`config.mk`:
```
export PLATFORM = sky130hd
export DESIGN_NAME = mult_share_arb
export DESIGN_NICKNAME = d
export VERILOG_FILES = /design/src/rtl/mult_share_arb.sv
export SDC_FILE = /design/constraint.sdc
export NUM_CORES = 1
export LEC_CHECK = 0
export BUFFER_PORTS_ARGS = -buffer_cell sky130_fd_sc_hd__buf_2
export CAP_MARGIN = 10
export CORE_AREA = 3 3 179 181
export DETAILED_ROUTE_END_ITERATION = 6
export DIE_AREA = 0 0 182 184
export GPL_TIMING_DRIVEN = 0
export PLACE_DENSITY = 0.49
export SETUP_SLACK_MARGIN = 0.02
export SYNTH_ARGS = -nofsm -noshare
export SYNTH_HDL_FRONTEND = slang
export SYNTH_SLANG_ARGS = --single-unit
```
`constraint.sdc`:
```
create_clock -name clk -period 1.8 [get_ports clk]
set_input_delay 0.36 -clock clk [delete_from_list [all_inputs] [get_ports clk]]
set_output_delay 0.36 -clock clk [all_outputs]
set_load 0.03 [all_outputs]
```
`src/rtl/mult_share_arb.sv`:
```
// Round-robin arbiter/sequencer sharing one sequential multiplier among NREQ clients.
// Latches the winner's operands, pulses start, waits for done or a watchdog timeout, then responds.
module mult_share_arb #(
    parameter int unsigned NREQ    = 4,
    parameter int unsigned WIDTH   = 32,
    parameter int unsigned TIMEOUT = 64
) (
    input  logic                    clk,
    input  logic                    reset,
    input  logic [NREQ-1:0]         req,
    input  logic [NREQ*WIDTH-1:0]   op_a,
    input  logic [NREQ*WIDTH-1:0]   op_b,
    output logic [NREQ-1:0]         grant,
    output logic                    busy,
    output logic                    mult_start,
    output logic [WIDTH-1:0]        mult_a,
    output logic [WIDTH-1:0]        mult_b,
    input  logic                    mult_done,
    input  logic [2*WIDTH-1:0]      mult_product,
    output logic [NREQ-1:0]         rsp_valid,
    output logic [2*WIDTH-1:0]      rsp_data,
    output logic                    rsp_err
);

    localparam int unsigned PW = (NREQ > 1) ? $clog2(NREQ) : 1;
    localparam int unsigned CW = $clog2(TIMEOUT + 1);
    localparam int unsigned DW = 2 * WIDTH;

    typedef enum logic [1:0] {
        S_IDLE  = 2'd0,
        S_ISSUE = 2'd1,
        S_WAIT  = 2'd2,
        S_RESP  = 2'd3
    } state_t;

    state_t           state, state_n;
    logic [PW-1:0]    ptr, ptr_n;
    logic [PW-1:0]    owner, owner_n;
    logic [CW-1:0]    wdog, wdog_n;
    logic [NREQ-1:0]  grant_n;
    logic             busy_n;
    logic             mult_start_n;
    logic [WIDTH-1:0] mult_a_n, mult_b_n;
    logic [NREQ-1:0]  rsp_valid_n;
    logic [DW-1:0]    rsp_data_n;
    logic             rsp_err_n;

    logic             found_c;
    logic [PW-1:0]    pick_c;
    int unsigned      idx_c;
    logic [PW-1:0]    idx_p_c;

    // Round-robin search: first pending request at or after ptr, wrapping.
    always_comb begin
        found_c = 1'b0;
        pick_c  = '0;
        idx_c   = 0;
        idx_p_c = '0;
        for (int unsigned k = 0; k < NREQ; k++) begin
            idx_c = 32'(ptr) + k;
            if (idx_c >= NREQ) begin
                idx_c = idx_c - NREQ;
            end
            idx_p_c = PW'(idx_c);
            if (!found_c && req[idx_p_c]) begin
                found_c = 1'b1;
                pick_c  = idx_p_c;
            end
        end
    end

    // Next-state and next-output logic.
    always_comb begin
        state_n      = state;
        ptr_n        = ptr;
        owner_n      = owner;
        wdog_n       = wdog;
        grant_n      = grant;
        mult_start_n = 1'b0;
        mult_a_n     = mult_a;
        mult_b_n     = mult_b;
        rsp_valid_n  = '0;
        rsp_data_n   = rsp_data;
        rsp_err_n    = rsp_err;

        case (state)
            S_IDLE: begin
                if (found_c) begin
                    owner_n      = pick_c;
                    grant_n      = NREQ'(1) << pick_c;
                    mult_a_n     = op_a[32'(pick_c)*WIDTH +: WIDTH];
                    mult_b_n     = op_b[32'(pick_c)*WIDTH +: WIDTH];
                    mult_start_n = 1'b1;
                    state_n      = S_ISSUE;
                end
            end
            S_ISSUE: begin
                wdog_n  = '0;
                state_n = S_WAIT;
            end
            S_WAIT: begin
                // done wins over a coincident timeout
                if (mult_done) begin
                    rsp_data_n  = mult_product;
                    rsp_err_n   = 1'b0;
                    rsp_valid_n = grant;
                    state_n     = S_RESP;
                end else if (wdog == CW'(TIMEOUT - 1)) begin
                    rsp_data_n  = '0;
                    rsp_err_n   = 1'b1;
                    rsp_valid_n = grant;
                    state_n     = S_RESP;
                end else begin
                    wdog_n = wdog + CW'(1);
                end
            end
            S_RESP: begin
                ptr_n   = (owner == PW'(NREQ - 1)) ? '0 : owner + PW'(1);
                grant_n = '0;
                state_n = S_IDLE;
            end
            default: begin
                state_n = S_IDLE;
            end
        endcase

        busy_n = (state_n != S_IDLE);
    end

    // State and registered outputs.
    always_ff @(posedge clk) begin
        if (!reset) begin
            state      <= S_IDLE;
            ptr        <= '0;
            owner      <= '0;
            wdog       <= '0;
            grant      <= '0;
            busy       <= 1'b0;
            mult_start <= 1'b0;
            mult_a     <= '0;
            mult_b     <= '0;
            rsp_valid  <= '0;
            rsp_data   <= '0;
            rsp_err    <= 1'b0;
        end else begin
            state      <= state_n;
            ptr        <= ptr_n;
            owner      <= owner_n;
            wdog       <= wdog_n;
            grant      <= grant_n;
            busy       <= busy_n;
            mult_start <= mult_start_n;
            mult_a     <= mult_a_n;
            mult_b     <= mult_b_n;
            rsp_valid  <= rsp_valid_n;
            rsp_data   <= rsp_data_n;
            rsp_err    <= rsp_err_n;
        end
    end

endmodule

```
==> summary.txt, run 1 <==
Status
  • Status: finished, violations left
  • Failing checks: negative setup slack

Yosys
  • Synthesized flop and latch total: between 150 and 200
  • Post-synth EDFFs: 0
  • Top FF cell, synth: dfxtp_1
  • Area contributors post-synth: dfxtp_1 (46%), a222oi_1 (9.7%), a22o_1 (8.5%)
  • Mean Syn Cell Area: roughly 10 µm²
  • Mapped Cells: 662
  • Post-Syn Area: about 0.0066 mm²
  • Ys async rst share: 0%
  • Leading area contributor after synthesis: dfxtp_1
  • Post-synthesis sequential area ratio: roughly 46%
  • Post-synth top area share: between 40 and 50%
  • Post-synth cell types: 45
  • Synth warnings: 0
  • Synth Net Count: between 900 and 1k

Min path
  • Hold Path Class: input pin to flop
  • Min-delay src: mult_product[8]

Setup path
  • Startpoint Class: flop
  • Crit path DAT: approximately 2200 ps
  • Reg-to-reg startpoint: ptr[1]$_SDFFE_PN0P_
  • Worst R2R End: mult_b[3]$_SDFFE_PN0P_
  • Crit Path Class: flop to flop
  • CP startpoint: ptr[1]$_SDFFE_PN0P_
  • Reg-to-reg slack, setup: -70 ps
  • CP endpoint: mult_b[3]$_SDFFE_PN0P_
  • Worst-path fanout max: 8
  • CP required: around 2100 ps
  • Setup crit end kind: flop
  • R2r worst-path depth: 9

Layout
  • Area delta synth->final: 60.1%
  • End-of-flow core utilization: 34.6%
  • Layout cells sized above 1: a little under three fifths
  • Fin cells: ~1.6k
  • Nets@finish: between 1k and 1.5k

Detailed routing
  • Vias: 7602
  • Post-DRT Antenna Nets: 0
  • Wirelength, routed: roughly 33000 µm
  • Drt pass-1 iters: 7
  • Drt wl/cell: roughly 21 µm
  • Via/cell ratio: just under 5
  • # DRC: 0
  • First-iteration detailed-routing DRC count: 538

Global route
  • Total track usage: between 10% and 20%
  • Largest net degree at the start of global routing: 17
  • Global route overflow: 0
  • Global-route wire length before repair: roughly 46000 µm
  • Vias in the first global route: 7474
  • Initial antenna violation count: 6

Placement
  • Placed instance count: ~1.5k
  • Worst slack at placement: -462 ps
  • Detail Placement HPWL: approximately 26000 µm
  • Routability cong.: between 0.8 and 0.9
  • Port bufs: 461

Floorplanning
  • Die W: roughly 180 µm
  • Starting Density: 21.6%
  • Die ar.: around 0.033 mm²
  • I/O pins: around 470
  • Die H: between 150 and 200 µm
  • Core region area: approximately 0.031 mm²
  • Cell Rows: 64

Timing
  • Max Transition Viols Final: 0
  • Fmax: between 500 and 600 MHz
  • Worst slew margin: between 50 and 60%
  • Tmin final: between 1500 and 2000 ps
  • Final Hold Vio Count: 0
  • Unrepaired setup endpoints after global routing: yes
  • Final Setup Violations: 4
  • Crit share post-route: 104%
  • Skew final: 13.6 ps
  • Slew @ Worst Pin: roughly 740 ps
  • Setup ws final: -67.2 ps

Clock tree
  • H-tree levels: 4
  • CTS Sinks: between 150 and 200
  • CTS hold repair buffers: 0
  • TritonCTS Buffers: 17
  • TritonCTS clock tree: yes
  • Root Buffer Master: clkbuf_16
  • Clock buffer depth: 2
  • Clock latency at the later pin of the worst-skew pair: between 400 and 500 ps
  • Clk pin slew, worst setup/hold paths: around 70 ps

Power and ir drop
  • VDD IR max: roughly 700 µV
  • Pwr/cell area: 1450 mW/mm²
  • Leakage: roughly 5 nW

Run
  • MaxCap Viol Count: 0
metrics by stage:
stage | power (mW) | hold WS [ps] | instance area, µm² | setup TNS [ps]
floorplan | 8.73 | 420 | 6610 | 0
global placement | 11.0 | 431 | 9410 | -33740
detailed placement | 11.0 | 434 | 9410 | -34490
CTS | 15.2 | 120 | 10300 | -557
global route | 16.2 | 129 | 10600 | -1130
finish | 15.3 | 151 | 10600 | -156
cell usage after synthesis (2+ instances only):
| master | instances |
|---|---|
| ha_1 | 7 |
| buf_6 | 12 |
| a222oi_1 | 64 |
| buf_4 | 12 |
| nor2b_1 | 4 |
| nand3_1 | 4 |
| o21ai_1 | 3 |
| inv_1 | 5 |
| xnor2_1 | 4 |
| nor3_1 | 2 |
| a21boi_1 | 2 |
| nand4_1 | 2 |
| nand2_1 | 17 |
| o21ai_0 | 68 |
| a21oi_2 | 50 |
| and3_1 | 2 |
| clkbuf_1 | 27 |
| nor2b_2 | 2 |
| a22o_1 | 64 |
| mux2i_1 | 6 |
| and2_1 | 10 |
| o22ai_1 | 4 |
| dfxtp_1 | 152 |
| a21oi_1 | 88 |
| buf_2 | 19 |
| nor2_1 | 12 |
| o21a_1 | 2 |
state kept, by name, indices dropped and copies added (netlist names):
register    count
grant           4
busy            1
state           2
rsp_err         1
ptr             2
wdog            7
owner           2
rsp_valid       4
mult_a         32
mult_b         32
mult_start      1
rsp_data       64
routing by layer:
layer | GRT usage (%) | routed length [µm] | up-vias
li1 | - | - | 3594
met1 | 21.7 | 13300 | 3610
met2 | 30.9 | 16400 | 368
met3 | 5.36 | 2450 | 28
met4 | 6.76 | 640 | 2
met5 | 0 | 13 | -
critical path, cell delays in order, from the launching register on:
cell,delay (ps)
dfxtp_2,320
buf_6,130
inv_4,50
a21oi_2,50
o221a_4,290
buf_12,130
buf_16,130
buf_6,110
a222oi_1,400
a21oi_1,130
final cells by class:
| cell class | count | area [µm²] |
|---|---|---|
| clock inverters | 10 | 169 |
| fillers | 3259 | 20000 |
| plain buffers | 67 | 577 |
| clock buffers | 20 | 457 |
| multi-input cells | 432 | 3250 |
| diodes | 5 | 12.5 |
| inverters | 6 | 25.0 |
| repair buffers | 482 | 2540 |
| flip-flops and latches | 152 | 3050 |
| well taps | 396 | 495 |
where the power goes:
part | internal (mW) | switching (mW) | total, mW
registers | 4.17 | 0.438 | 4.60
logic | 2.43 | 4.38 | 6.80
clock network | 2.40 | 1.51 | 3.90
how the worst min path moves through the flow:
stage / to / cells past startpoint / slack (ps)
after global placement: wdog[6]$_SDFFE_PN0P_ / 2 / 430
final: rsp_data[8]$_SDFFE_PN0P_ / 2 / 150
after floorplan: wdog[6]$_SDFFE_PN0P_ / 2 / 420
after CTS: rsp_data[8]$_SDFFE_PN0P_ / 2 / 120
after global routing: rsp_data[13]$_SDFFE_PN0P_ / 2 / 130
after detailed placement: rsp_err$_SDFFE_PN0P_ / 2 / 430
cell families after synthesis:
family	Yosys count	synth area share, %
xor+xnor	4	0.530
simple gates	60	5.00
fa+ha+maj	7	1.33
mux	6	0.909
compound gates	355	39.2
buf+inv	78	7.01
flops	152	46.1
layout by cell type (no fill, tap or decap), types with 10 or more instances in the layout:
cell type,instances
a21oi_2,61
nor2_1,12
a222oi_1,64
nand2_1,17
dfxtp_1,148
buf_2,467
and2_1,10
clkbuf_1,11
buf_4,27
clkbuf_16,17
a21oi_1,71
o21ai_0,63
clkbuf_2,10
a22o_1,64
buf_6,22
repair_timing:
item                       CTS  global route
buffers inserted            11             6
gates resized for setup     55            73
cloned                       3             1
setup endpoints to repair  128           129
pin swaps                   13            26
(Power assumes the default switching activity.)
==> inputs of run 2 (changes only) <==
--- a/config.mk
+++ b/config.mk
@@ -6,12 +6,13 @@
 export NUM_CORES = 1
 export LEC_CHECK = 0
 export BUFFER_PORTS_ARGS = -buffer_cell sky130_fd_sc_hd__buf_2
-export CAP_MARGIN = 10
+export CAP_MARGIN = 5
 export CORE_AREA = 3 3 179 181
 export DETAILED_ROUTE_END_ITERATION = 6
 export DIE_AREA = 0 0 182 184
 export GPL_TIMING_DRIVEN = 0
 export PLACE_DENSITY = 0.49
+export REMOVE_ABC_BUFFERS = 1
 export SETUP_SLACK_MARGIN = 0.02
 export SYNTH_ARGS = -nofsm -noshare
 export SYNTH_HDL_FRONTEND = slang
==> run 2 against run 1 <==
Compared with the run above:
- the flow finishes with violations (design-rule violations, negative setup slack)
- non-clock buffer count shrank 26
- final cell count is 1.3% lower
- count of clock-buffer cells in the layout down 2
- clock skew decreased by 5.4 ps
- critical path type unchanged
- largest cell class unchanged
- largest power group unchanged
==> summary.txt, run 2 (synthesis results as in run 1) <==
Clock tree
  • Root Buffer Master: clkbuf_16
  • Clock latency at the later pin of the worst-skew pair: 420 ps (about the same)
  • TritonCTS clock tree: yes
  • CTS Sinks: 152 (unchanged)
  • Clk pin slew, worst setup/hold paths: 70 ps (about the same)
  • CTS hold repair buffers: 0 (unchanged)
  • Clock buffer depth: 2 (unchanged)
  • H-tree levels: 4 (unchanged)
  • TritonCTS Buffers: 17 (unchanged)

Floorplanning
  • Cell Rows: 64 (unchanged)
  • Die ar.: 0.0335 mm² (unchanged)
  • Die W: 182 µm (unchanged)
  • Core region area: 0.0306 mm² (unchanged)
  • Starting Density: 21.6% (unchanged)
  • Die H: 184 µm (unchanged)
  • I/O pins: 466 (unchanged)

Timing
  • Max Transition Viols Final: 0 (unchanged)
  • Worst slew margin: 42.6% (-7.8 points)
  • Slew @ Worst Pin: 861 ps (+117 ps)
  • Final Hold Vio Count: 0 (unchanged)
  • Fmax: 538 MHz (+0.39%)
  • Unrepaired setup endpoints after global routing: yes
  • Setup ws final: -59.9 ps (+7.28 ps)
  • Tmin final: 1860 ps (-7.28 ps)
  • Crit share post-route: 103% (-0.40 points)
  • Setup TNS: -263 ps (-107 ps)
  • Skew final: 8.15 ps (-5.44 ps)
  • Final Setup Violations: 14 (+10)

Power and ir drop
  • Clock power share: 22.7% (-2.8 points)
  • Leakage: 4.90 nW (-0.97%)
  • Pint: 8.59 mW (-4.5%)
  • Reg power frac: 30.2% (about the same)
  • Switching Fraction: 43.3% (+2.0 points)
  • VDD IR max: 617 µV (-12%)
  • Combinational power share: 47.1% (+2.7 points)
  • Pwr/cell area: 1430 mW/mm² (-1.5%)
  • NetSw: 6.55 mW (+3.6%)
  • Power, Total: 15.1 mW (-1.1%)

Global route
  • Gr busiest metal: met2
  • Vias in the first global route: 7262 (-2.8%)
  • GR Layer Usage met1: 22.9% (+1.2 points)
  • Initial antenna violation count: 2 (-4)
  • Total track usage: 17.6% (-0.50 points)
  • Global-route wire length before repair: 45200 µm (-2.2%)
  • Largest net degree at the start of global routing: 88 (+71)
  • Met2 Use GR: 29.5% (-1.5 points)
  • Global route overflow: 0 (unchanged)
  • Met3 usage: 3.68% (-1.7 points)

Status
  • Failing checks: design-rule violations, negative setup slack
  • Status: finished, violations left

Setup path
  • Crit Path Class: flop to flop
  • Slowest cell on crit path: a222oi_1
  • Worst-path fanout max: 9 (+1)
  • Crit-path max cell delay: 580 ps (+180 ps)
  • Crit path DAT: 2150 ps (about the same)
  • Setup crit end kind: flop
  • CP required: 2090 ps (about the same)
  • Startpoint Class: flop
  • Crit-path cells: buf_8 > o221a_4 > buf_4 > a222oi_1 > a21oi_2
  • Kind of cell adding the most delay to the critical path: compound AO/OA/AOI/OAI gates
  • Bufs and invs on worst path: 2 (-3)

Layout
  • Storage element area: 0.00305 mm² (about the same)
  • Layout cells sized above 1: 57.8% (+1.8 points)
  • Fin cells: 1549 (-1.3%)
  • Area delta synth->final: 60.6%
  • Most common cell after layout, fill and taps aside: buf_2
  • Nets@finish: 1472 (-1.3%)
  • Largest Register: rsp_data
  • Most frequent cells in the layout: buf_2 (465), dfxtp_1 (149), a21oi_2 (77)
  • Fillers: 3206 (-1.6%)
  • Largest regs: rsp_data (64), mult_a (32), mult_b (32)
  • Max reg flops: 64 (unchanged)
  • Multi-input combinational cell area: 0.00341 mm² (+5.0%)

Detailed routing
  • Drt wl/cell: 21.1 µm (+0.98%)
  • Via/cell ratio: 4.94 (+1.9%)
  • Post-DRT Antenna Nets: 0 (unchanged)
  • First-iteration detailed-routing DRC count: 796 (+48%)
  • Vias: 7645 (+0.57%)
  • Wirelength, routed: 32600 µm (-0.37%)
  • # DRC: 4 (+4)
  • Drt pass-1 iters: 7 (unchanged)

Run
  • MaxCap Viol Count: 0 (unchanged)

Placement
  • Detail Placement HPWL: 20700 µm (-19%)
  • Port bufs: 465 (+0.87%)
  • Placed instance count: 1462 (-3.8%)
  • Routability cong.: 0.819 (-2.7%)

Min path
  • Hold Path Class: input pin to flop
-- run 2: changes by cell type in the layout (fill, tap and decap cells not counted), sizes merged, moves of 2 or more --
| cell | previous run | this run |
|---|---|---|
| clkbuf | 40 | 20 |
| diode | 5 | 2 |
| bufinv | 4 | 0 |
| o211a | 1 | 4 |
| bufbuf | 0 | 2 |
| inv | 8 | 13 |
| buf | 529 | 519 |
| clkinvlp | 3 | 5 |
-- run 2: path summary, 6_finish.rpt --
check | from | to | slack [ps] | depth (start not counted)
max | ptr[0]$_SDFFE_PN0P_ | mult_a[16]$_SDFFE_PN0P_ | -60 | 5
min | mult_product[18] | rsp_data[18]$_SDFFE_PN0P_ | 140 | 2
max reg2reg | ptr[0]$_SDFFE_PN0P_ | mult_a[16]$_SDFFE_PN0P_ | -60 | 5
min reg2reg | wdog[6]$_SDFFE_PN0P_ | wdog[6]$_SDFFE_PN0P_ | 440 | 2
-- run 2: final cells by class --
cell class | count | area share (%)
antenna | 2 | 0.0472
clock buffer | 18 | 4.04
clock inverter | 14 | 1.07
inverter | 6 | 0.236
multi-input combinational | 438 | 32.2
sequential | 152 | 28.8
tap | 396 | 4.67
timing repair buffer | 523 | 29.0
-- run 2: through the flow --
step           worst slack [ps]  util, %  hold slack, ps  area (µm²)
2_1_floorplan             -1480        -             420        6170
3_3_place_gp              -3640     29.4             431        8990
3_5_place_dp               -531     30.2             439        9230
4_1_cts                   -39.8     33.5             111       10300
5_1_grt                    -113     34.7             116       10600
6_report                  -59.9     34.7             142       10600
-- run 2: power groups by stage --
stage | clock network [mW] | registers (mW) | logic, mW
2_1_floorplan | 0 | 6.07 | 2.40
3_3_place_gp | 0 | 4.54 | 5.69
3_5_place_dp | 0 | 4.62 | 6.15
4_1_cts | 3.58 | 4.56 | 6.70
5_1_grt | 3.70 | 4.66 | 7.62
6_report | 3.44 | 4.57 | 7.13
-- run 2: worst register-to-register path, delay by kind of cell, from the launching register on --
family	cells	cell delay, ps
AOI/OAI and AO/OA	3	1010
DFF	1	370
buffers and inverters	2	350
-- run 2: routing by layer --
metal / routed length, µm / share of wire (%) / up-vias
met1: 13800 / 42 / 3707
met2: 15900 / 49 / 333
met5: 0 / 0 / -
li1: - / - / 3555
met4: 782 / 2.4 / 0
met3: 2140 / 6.6 / 50
-- run 2: timing repair --
item | in CTS | in global routing
buffers inserted | 21 | 21
resized for setup | 25 | 43
pin swaps | 16 | 27
gates cloned | 9 | 3
endpoints found under the setup margin | 133 | 131
